--- src/rtl/alu_pkg.sv ---
// rtl/alu_pkg.sv - shared op codes, flag indices and default widths for the pipelined ALU
// Purpose: constants shared by alu_exec_unit, alu_pipe and anything driving them.
// Ports: none (package).
// Optional feature macro: ALU_FLAGS_EN (flag bit indices are used only when it is defined).
package alu_pkg;

  localparam int DATA_W_DEF = 8;
  localparam int OP_W_DEF   = 6;
  localparam int FLAGS_W    = 4;

  localparam logic [5:0] OP_ADD = 6'b100000;
  localparam logic [5:0] OP_SUB = 6'b100010;
  localparam logic [5:0] OP_AND = 6'b100100;
  localparam logic [5:0] OP_OR  = 6'b100101;
  localparam logic [5:0] OP_XOR = 6'b100110;
  localparam logic [5:0] OP_NOR = 6'b100111;
  localparam logic [5:0] OP_SRA = 6'b000011;
  localparam logic [5:0] OP_SRL = 6'b000010;
  localparam logic [5:0] OP_SLL = 6'b000000;

  localparam int FLG_N = 3;
  localparam int FLG_Z = 2;
  localparam int FLG_C = 1;
  localparam int FLG_V = 0;

endpackage

--- src/rtl/alu_exec_unit.sv ---
// rtl/alu_exec_unit.sv - purely combinational ALU execute stage
// Purpose: computes result, unsupported-op indication and (optionally) {N,Z,C,V} flags.
// Ports:
//   i_a, i_b   operands (i_b[SHAMT_W-1:0] is the shift amount for shifts)
//   i_op       operation select
//   o_result   operation result, 0 for unsupported op codes
//   o_op_err   1 when i_op is not a supported op code
//   o_flags    {N,Z,C,V}, only when ALU_FLAGS_EN is defined
// Optional feature macro: ALU_FLAGS_EN.
module alu_exec_unit
  import alu_pkg::*;
#(
  parameter int DATA_W  = DATA_W_DEF,
  parameter int OP_W    = OP_W_DEF,
  parameter int SHAMT_W = $clog2(DATA_W)
) (
  input  logic [DATA_W-1:0]  i_a,
  input  logic [DATA_W-1:0]  i_b,
  input  logic [OP_W-1:0]    i_op,
  output logic [DATA_W-1:0]  o_result,
  output logic               o_op_err
`ifdef ALU_FLAGS_EN
  ,
  output logic [FLAGS_W-1:0] o_flags
`endif
);

  logic [SHAMT_W-1:0] w_shamt;
  assign w_shamt = i_b[SHAMT_W-1:0];

  always_comb begin
    o_result = '0;
    o_op_err = 1'b0;
    case (i_op)
      OP_W'(OP_ADD): o_result = i_a + i_b;
      OP_W'(OP_SUB): o_result = i_a - i_b;
      OP_W'(OP_AND): o_result = i_a & i_b;
      OP_W'(OP_OR):  o_result = i_a | i_b;
      OP_W'(OP_XOR): o_result = i_a ^ i_b;
      OP_W'(OP_NOR): o_result = ~(i_a | i_b);
      OP_W'(OP_SRA): o_result = $unsigned($signed(i_a) >>> w_shamt);
      OP_W'(OP_SRL): o_result = i_a >> w_shamt;
      OP_W'(OP_SLL): o_result = i_a << w_shamt;
      default:       o_op_err = 1'b1;
    endcase
  end

`ifdef ALU_FLAGS_EN
  // Widened by one bit so the MSB is the carry out / borrow.
  logic [DATA_W:0] w_sum;
  logic [DATA_W:0] w_diff;
  assign w_sum  = {1'b0, i_a} + {1'b0, i_b};
  assign w_diff = {1'b0, i_a} - {1'b0, i_b};

  always_comb begin
    o_flags        = '0;
    o_flags[FLG_N] = o_result[DATA_W-1];
    o_flags[FLG_Z] = (o_result == '0);
    if (i_op == OP_W'(OP_ADD)) begin
      o_flags[FLG_C] = w_sum[DATA_W];
      o_flags[FLG_V] = (i_a[DATA_W-1] == i_b[DATA_W-1]) &&
                       (o_result[DATA_W-1] != i_a[DATA_W-1]);
    end else if (i_op == OP_W'(OP_SUB)) begin
      o_flags[FLG_C] = w_diff[DATA_W];
      o_flags[FLG_V] = (i_a[DATA_W-1] != i_b[DATA_W-1]) &&
                       (o_result[DATA_W-1] != i_a[DATA_W-1]);
    end
  end
`endif

endmodule

--- src/rtl/alu_pipe.sv ---
// rtl/alu_pipe.sv - two-stage valid/ready pipelined ALU between UART RX and TX
// Purpose: S1 captures operands, S2 captures the executed result; 1 op/cycle unstalled.
// Ports:
//   i_clk, i_reset                 clock, synchronous active-high reset
//   i_dato_a, i_dato_b, i_op_code  operation in; i_valid / o_ready handshake
//   o_resultado, o_op_err          result out; o_valid / i_ready handshake
//   o_flags                        {N,Z,C,V}, only when ALU_FLAGS_EN is defined
// Optional feature macro: ALU_FLAGS_EN.
module alu_pipe
  import alu_pkg::*;
#(
  parameter int DATA_W  = DATA_W_DEF,
  parameter int OP_W    = OP_W_DEF,
  parameter int SHAMT_W = $clog2(DATA_W)
) (
  input  logic               i_clk,
  input  logic               i_reset,
  input  logic [DATA_W-1:0]  i_dato_a,
  input  logic [DATA_W-1:0]  i_dato_b,
  input  logic [OP_W-1:0]    i_op_code,
  input  logic               i_valid,
  output logic               o_ready,
  output logic [DATA_W-1:0]  o_resultado,
  output logic               o_op_err,
  output logic               o_valid,
  input  logic               i_ready
`ifdef ALU_FLAGS_EN
  ,
  output logic [FLAGS_W-1:0] o_flags
`endif
);

  logic              r_s1_valid;
  logic [DATA_W-1:0] r_s1_a;
  logic [DATA_W-1:0] r_s1_b;
  logic [OP_W-1:0]   r_s1_op;

  logic              r_s2_valid;
  logic [DATA_W-1:0] r_s2_result;
  logic              r_s2_op_err;

  logic [DATA_W-1:0] w_ex_result;
  logic              w_ex_op_err;
  logic              w_s2_load;
  logic              w_in_xfer;

`ifdef ALU_FLAGS_EN
  logic [FLAGS_W-1:0] w_ex_flags;
  logic [FLAGS_W-1:0] r_s2_flags;
`endif

  // S2 can take a new value when it is empty or its beat leaves this cycle;
  // S1 drains into S2 under the same condition, so it can accept in that cycle too.
  assign w_s2_load = !r_s2_valid || i_ready;
  assign o_ready   = !r_s1_valid || w_s2_load;
  assign w_in_xfer = i_valid && o_ready;

  alu_exec_unit #(
    .DATA_W  (DATA_W),
    .OP_W    (OP_W),
    .SHAMT_W (SHAMT_W)
  ) u_exec (
    .i_a      (r_s1_a),
    .i_b      (r_s1_b),
    .i_op     (r_s1_op),
    .o_result (w_ex_result),
    .o_op_err (w_ex_op_err)
`ifdef ALU_FLAGS_EN
    ,
    .o_flags  (w_ex_flags)
`endif
  );

  always_ff @(posedge i_clk) begin
    if (i_reset) begin
      r_s1_valid <= 1'b0;
      r_s1_a     <= '0;
      r_s1_b     <= '0;
      r_s1_op    <= '0;
    end else if (w_in_xfer) begin
      r_s1_valid <= 1'b1;
      r_s1_a     <= i_dato_a;
      r_s1_b     <= i_dato_b;
      r_s1_op    <= i_op_code;
    end else if (w_s2_load) begin
      r_s1_valid <= 1'b0;
    end
  end

  always_ff @(posedge i_clk) begin
    if (i_reset) begin
      r_s2_valid  <= 1'b0;
      r_s2_result <= '0;
      r_s2_op_err <= 1'b0;
`ifdef ALU_FLAGS_EN
      r_s2_flags  <= '0;
`endif
    end else if (w_s2_load) begin
      r_s2_valid <= r_s1_valid;
      // Data is held when S1 is empty so the last result stays on the bus.
      if (r_s1_valid) begin
        r_s2_result <= w_ex_result;
        r_s2_op_err <= w_ex_op_err;
`ifdef ALU_FLAGS_EN
        r_s2_flags  <= w_ex_flags;
`endif
      end
    end
  end

  assign o_valid     = r_s2_valid;
  assign o_resultado = r_s2_result;
  assign o_op_err    = r_s2_op_err;
`ifdef ALU_FLAGS_EN
  assign o_flags     = r_s2_flags;
`endif

endmodule
--- config.mk ---
export PLATFORM = sky130hd
export DESIGN_NAME = alu_pipe
export DESIGN_NICKNAME = d
export VERILOG_FILES = /design/src/rtl/alu_pkg.sv /design/src/rtl/alu_exec_unit.sv /design/src/rtl/alu_pipe.sv
export SDC_FILE = /design/constraint.sdc
export NUM_CORES = 1
export LEC_CHECK = 0
export BUFFER_PORTS_ARGS = -buffer_cell sky130_fd_sc_hd__clkbuf_2
export CAP_MARGIN = 20
export CORE_ASPECT_RATIO = 1.2
export CORE_MARGIN = 3
export CORE_UTILIZATION = 60
export CTS_CLUSTER_SIZE = 25
export DETAILED_ROUTE_END_ITERATION = 10
export PLACE_DENSITY = 0.82
export SLEW_MARGIN = 20
export SYNTH_ARGS = -nofsm -noshare
export SYNTH_HDL_FRONTEND = slang
export SYNTH_SLANG_ARGS = --single-unit
export TNS_END_PERCENT = 20
--- constraint.sdc ---
create_clock -name i_clk -period 3.9 [get_ports i_clk]
set_input_delay 0.78 -clock i_clk [delete_from_list [all_inputs] [get_ports i_clk]]
set_output_delay 0.78 -clock i_clk [all_outputs]
set_load 0.03 [all_outputs]
Word level (Yosys, flattened, before mapping) --
Index checks and enable logic that the tools add are counted.
Operators by class: reductions and logical operators 9, $add $sub $neg 2, shifts and indexed selects 3, bitwise logic cells 4, eq/ne operators 8, multiplexer cells 4
Operators with widths (number):
- $pmux 8 s9 | 1
- $eq 6x6->1 const B | 6
- $eq 6x2->1 const B | 2
- $reduce_or 9->1 | 1
- $add 8x8->8 | 1
- $and 8x8->8 | 1
- $not 8->8 | 1
- $or 8x8->8 | 1
- $shl 8x3->8 | 1
- $shr 8x3->8 | 1
- $sshr 8x3->8 | 1
- $sub 8x8->8 | 1
- $xor 8x8->8 | 1
- $logic_not 6->1 | 1
- $mux 1 | 3
- $logic_not 1->1 | 2
- $logic_or 1x1->1 | 2
- $reduce_and 2->1 | 1
- $reduce_bool 2->1 | 1
- $logic_and 1x1->1 | 1
Storage, ports and cells: register bits 33, input port bits 26, logic and storage cells 37

Longest topological paths before layout --
word-level depth 5, mapped depth 14, gate-level depth less buffers 12

By module --
A second synthesis with hierarchy kept.
Unflattened totals: cells, all modules 366, area total of the unflattened synthesis 3169.3 um^2
By module, submodules not included:
- alu_exec_unit | cells each 221, area each 1747.9 um^2, times used 1
- alu_pipe | cells each 145, area each 1421.4 um^2, times used 1

Worst setup path before layout --
Ideal clock, no wire load.
kind reg2reg, from reg r_s1_b[0], to reg r_s2_result[5], in the netlist o_resultado[5], buffers on the path 2, arrival time 2493 ps, cell stages (with the launch flop) 14, period minus slack after synthesis 2611 ps, setup slack 1289 ps, cell sequence dfxtp_1 -> buf_6 -> buf_4 -> inv_1 -> ha_1 -> a31oi_1 -> xnor2_1 -> ha_1 -> and3_1 -> a21oi_1 -> nand3b_1 -> xnor2_1 -> o2111ai_1 -> a2bb2oi_2
On the way: word-level cells in the longest chain between the ends 2, elaborated cells between the ends (all ways) 6
Ends and longest elaborated chain:
- from (decl) | RTL line alu_pipe.sv:35 | logic [DATA_W-1:0] r_s1_b;
- from (signal assigned) | RTL line alu_pipe.sv:83 | r_s1_b <= i_dato_b;
- $sub 8x8->8, or another cell as far along | RTL line alu_exec_unit.sv:36 | OP_W'(OP_SUB): o_result = i_a - i_b;
- $pmux 8 s9 * | RTL line alu_exec_unit.sv:34 | case (i_op)
- to (signal assigned) | RTL line alu_pipe.sv:102 | r_s2_result <= w_ex_result;
- to (decl) | RTL line alu_pipe.sv:39 | logic [DATA_W-1:0] r_s2_result;
Every way passes the cells marked *; elsewhere a longest branch is shown, timed or not. A chain may end at the register's enable or synchronous reset.

Worst setup path after layout --
from reg r_s1_b[1], to reg r_s2_result[5], in the netlist o_resultado[5]
The elaborated chain is that of the path after synthesis.

==> results.toml <==
[outcome]
outcome = "finished, final reports clean"

[logic_synthesis]
synth.cell_area_sq_um = 2830
yosys-top-cells-area = "dfxtp_1, ha_1, nand2_1"
synth.avg_cell_area_sq_um = 7.98
ys_seq_area_frac = 0.234
synth_cells = 354
netlist.area_leader.share = 0.234
yosysMostFrequentCell = "nand2_1"
yosys.cell_types.count = 57
synth_top_cells_by_count = "nand2_1, a21oi_1, dfxtp_1"
synth_edf_count = 0
synth_fp_nets = 406
ys.flop_type = "dfxtp_1"
synth-seq-cells = 33
async_flop_share = 0
yosys.area.top_type = "dfxtp_1"
ys_warn_count = 0

[power]
power_frac_clock = 0.283
combPwrFrac = 0.310
leakage_nw = 1.23
ir_drop_mv = 0.239
pwr-share-seq = 0.408
power_density_nw_per_um2 = 304
power_switching_w = 0.000330
internal_power_w = 0.000608
p_sw_frac = 0.352

[setup_path]
critPathKind = "reg -> reg"
worstPathRequired_ps = 4090
cp_max_fo = 19
arrival_ps = 3430
end_kind = "flop"
cp-start-kind = "flop"

[timing]
final-max-slew-violation-count = 0
fin_skew_ps = 5.16
max_freq_ghz = 0.309
finalSetupViolCount = 0
slew_headroom = 0.326
period_needed_ps = 3240
worst_slew_pin_slew_ps = 1010
rsz0062_at_grt = "no"
fin_ws_ps = 659
fin_setup_tns_ps = 0
post-route-period-util = 0.831
hold_viol = 0

[cts]
htree_levels = 2
cts.repair.resized = 0
insertion_delay_ps = 300
hold_buffers = 0
cts_tree = "yes"
clk_path_buf_depth = 2
cts-root-buf = "clkbuf_8"
cts.reportedPaths.clkPinSlew_ps = 80
postCtsSetupRepairBufs = 0
clkSinkCount = 33
cts_buffers = 5

[floorplanning]
start_util = 0.644
die-area_sq_um = 5570
std_cell_rows = 26
ios = 37
die_x_um = 68.7
core_region_area_sq_um = 4390
die_y_um = 81.2

[global_routing]
grt_pass1_wl_um = 11400
met3_usage = 0.0539
busiest_layer = "met2"
antenna_found_initial = 0
grt_max_degree = 29
grt_overflow = 0
grt_pass1_vias = 2419
grtUsageTotal = 0.270
grtUsageMet2 = 0.407
use_met1 = 0.363

[layout]
fillers = 388
drive_above_1_share = 0.174
num_antenna_cells = 0
fin_nets = 431
syn_to_final_growth_pct = 8.99

[placement]
gp_congestion = 0.918
port_buffers = 36
hpwl_um = 5110
place_ws_ps = 733

[route]
ant_nets = 0
wl_per_cell_um = 15.2
viasPerCell = 6.09
initialDrtViolationCount = 233
drc = 0
drtPass1Iterations = 4
vias = 2657
drt_wl_total_um = 6640

[worst_hold_path]
hp-class = "reg -> reg"

[flow_run]
maxCapViolCount = 0
## final timing paths
kind / start / cells past startpoint / to / slack (ps)
worst max-delay path: r_s1_b[1] / 12 / o_resultado[5] / 660
worst min-delay path: o_resultado[2] / 2 / o_resultado[2] / 450
worst max register to register: r_s1_b[1] / 12 / o_resultado[5] / 660
worst min register to register: o_resultado[2] / 2 / o_resultado[2] / 450
## layout by cell type, fill, tap and decap left out, types with 3 or more instances in the layout
cell | synthesis | routed
xnor2_1 | 19 | 19
dfxtp_1 | 33 | 33
a21oi_1 | 40 | 40
nor2_1 | 17 | 17
a31oi_1 | 4 | 4
and3_1 | 3 | 3
clkbuf_8 | 0 | 5
mux2i_1 | 11 | 11
o22ai_1 | 3 | 3
o21ai_1 | 3 | 3
nand2_1 | 68 | 68
clkbuf_2 | 0 | 36
buf_4 | 2 | 4
mux4_2 | 8 | 8
ha_1 | 25 | 25
inv_1 | 17 | 17
a221o_1 | 3 | 3
nor2b_1 | 3 | 3
nand2b_1 | 5 | 5
nor3_1 | 6 | 6
o21ai_0 | 14 | 14
o211ai_1 | 7 | 7
nand3b_1 | 3 | 3
## cell families (layout without fill, tap and decap cells)
kind of cell,Yosys count,after routing,synth area share
AOI/OAI and AO/OA,93,93,0.210
xor gates and xnor gates,20,20,0.0620
adders and majority gates,26,26,0.118
buffers and inverters,41,67,0.0651
DFF,33,33,0.234
muxes,21,21,0.111
and+or+nand+nor,120,120,0.201
## critical path, cell delays in order, from the launching register on
cell and delay [ps]:
dfxtp_1 790, clkinv_1 440, ha_1 400, nand2_1 50
o21ai_0 150, inv_1 80, ha_1 270, nor2b_1 140
o2111ai_1 230, nand3b_1 120, xnor2_1 150, o2111ai_1 140
a2bb2oi_2 180
## power by group through the flow
| stage | Clock [W] | Combinational [W] | Sequential (W) |
|---|---|---|---|
| final | 0.000265 | 0.000290 | 0.000382 |
| after floorplan | 0 | 0.000228 | 0.000385 |
| after global routing | 0.000286 | 0.000324 | 0.000386 |
| after CTS | 0.000269 | 0.000287 | 0.000382 |
| after global placement | 0 | 0.000279 | 0.000388 |
| after detailed placement | 0 | 0.000285 | 0.000390 |
## sequential cells by signal, summed over array words and instances, names as in the netlist
register     flops
o_op_err         1
o_resultado      8
r_s1_b           8
r_s1_valid       1
o_valid          1
r_s1_op          6
r_s1_a           8
## routing by layer
metal | up-vias | share of wire | wire, um
met4 | 0 | 0.039 | 261
met2 | 94 | 0.46 | 3030
met5 | - | 0 | 0
li1 | 1302 | - | -
met3 | 24 | 0.068 | 453
met1 | 1237 | 0.44 | 2900
## final cells by class
class                      count  area (sq um)  area share
clock inverter                 3          17.5     0.00569
tap                           56          70.1      0.0227
sequential                    33           661       0.214
clock buffer                   5          68.8      0.0223
timing repair buffer          40           210      0.0682
inverter                      19          71.3      0.0232
multi-input combinational    280          1980       0.643
## through the flow
step / std cells / instance area, sq um / hold slack [ps] / utilization / total power, W
after floorplan: 354 / 2830 / 465 / - / 0.000613
after global placement: 428 / 2990 / 439 / 0.682 / 0.000667
after detailed placement: 428 / 2990 / 445 / 0.682 / 0.000675
after CTS: 436 / 3080 / 455 / 0.701 / 0.000938
after global routing: 436 / 3080 / 497 / 0.701 / 0.000995
final: 436 / 3080 / 450 / 0.701 / 0.000938
(Power assumes the default switching activity.)
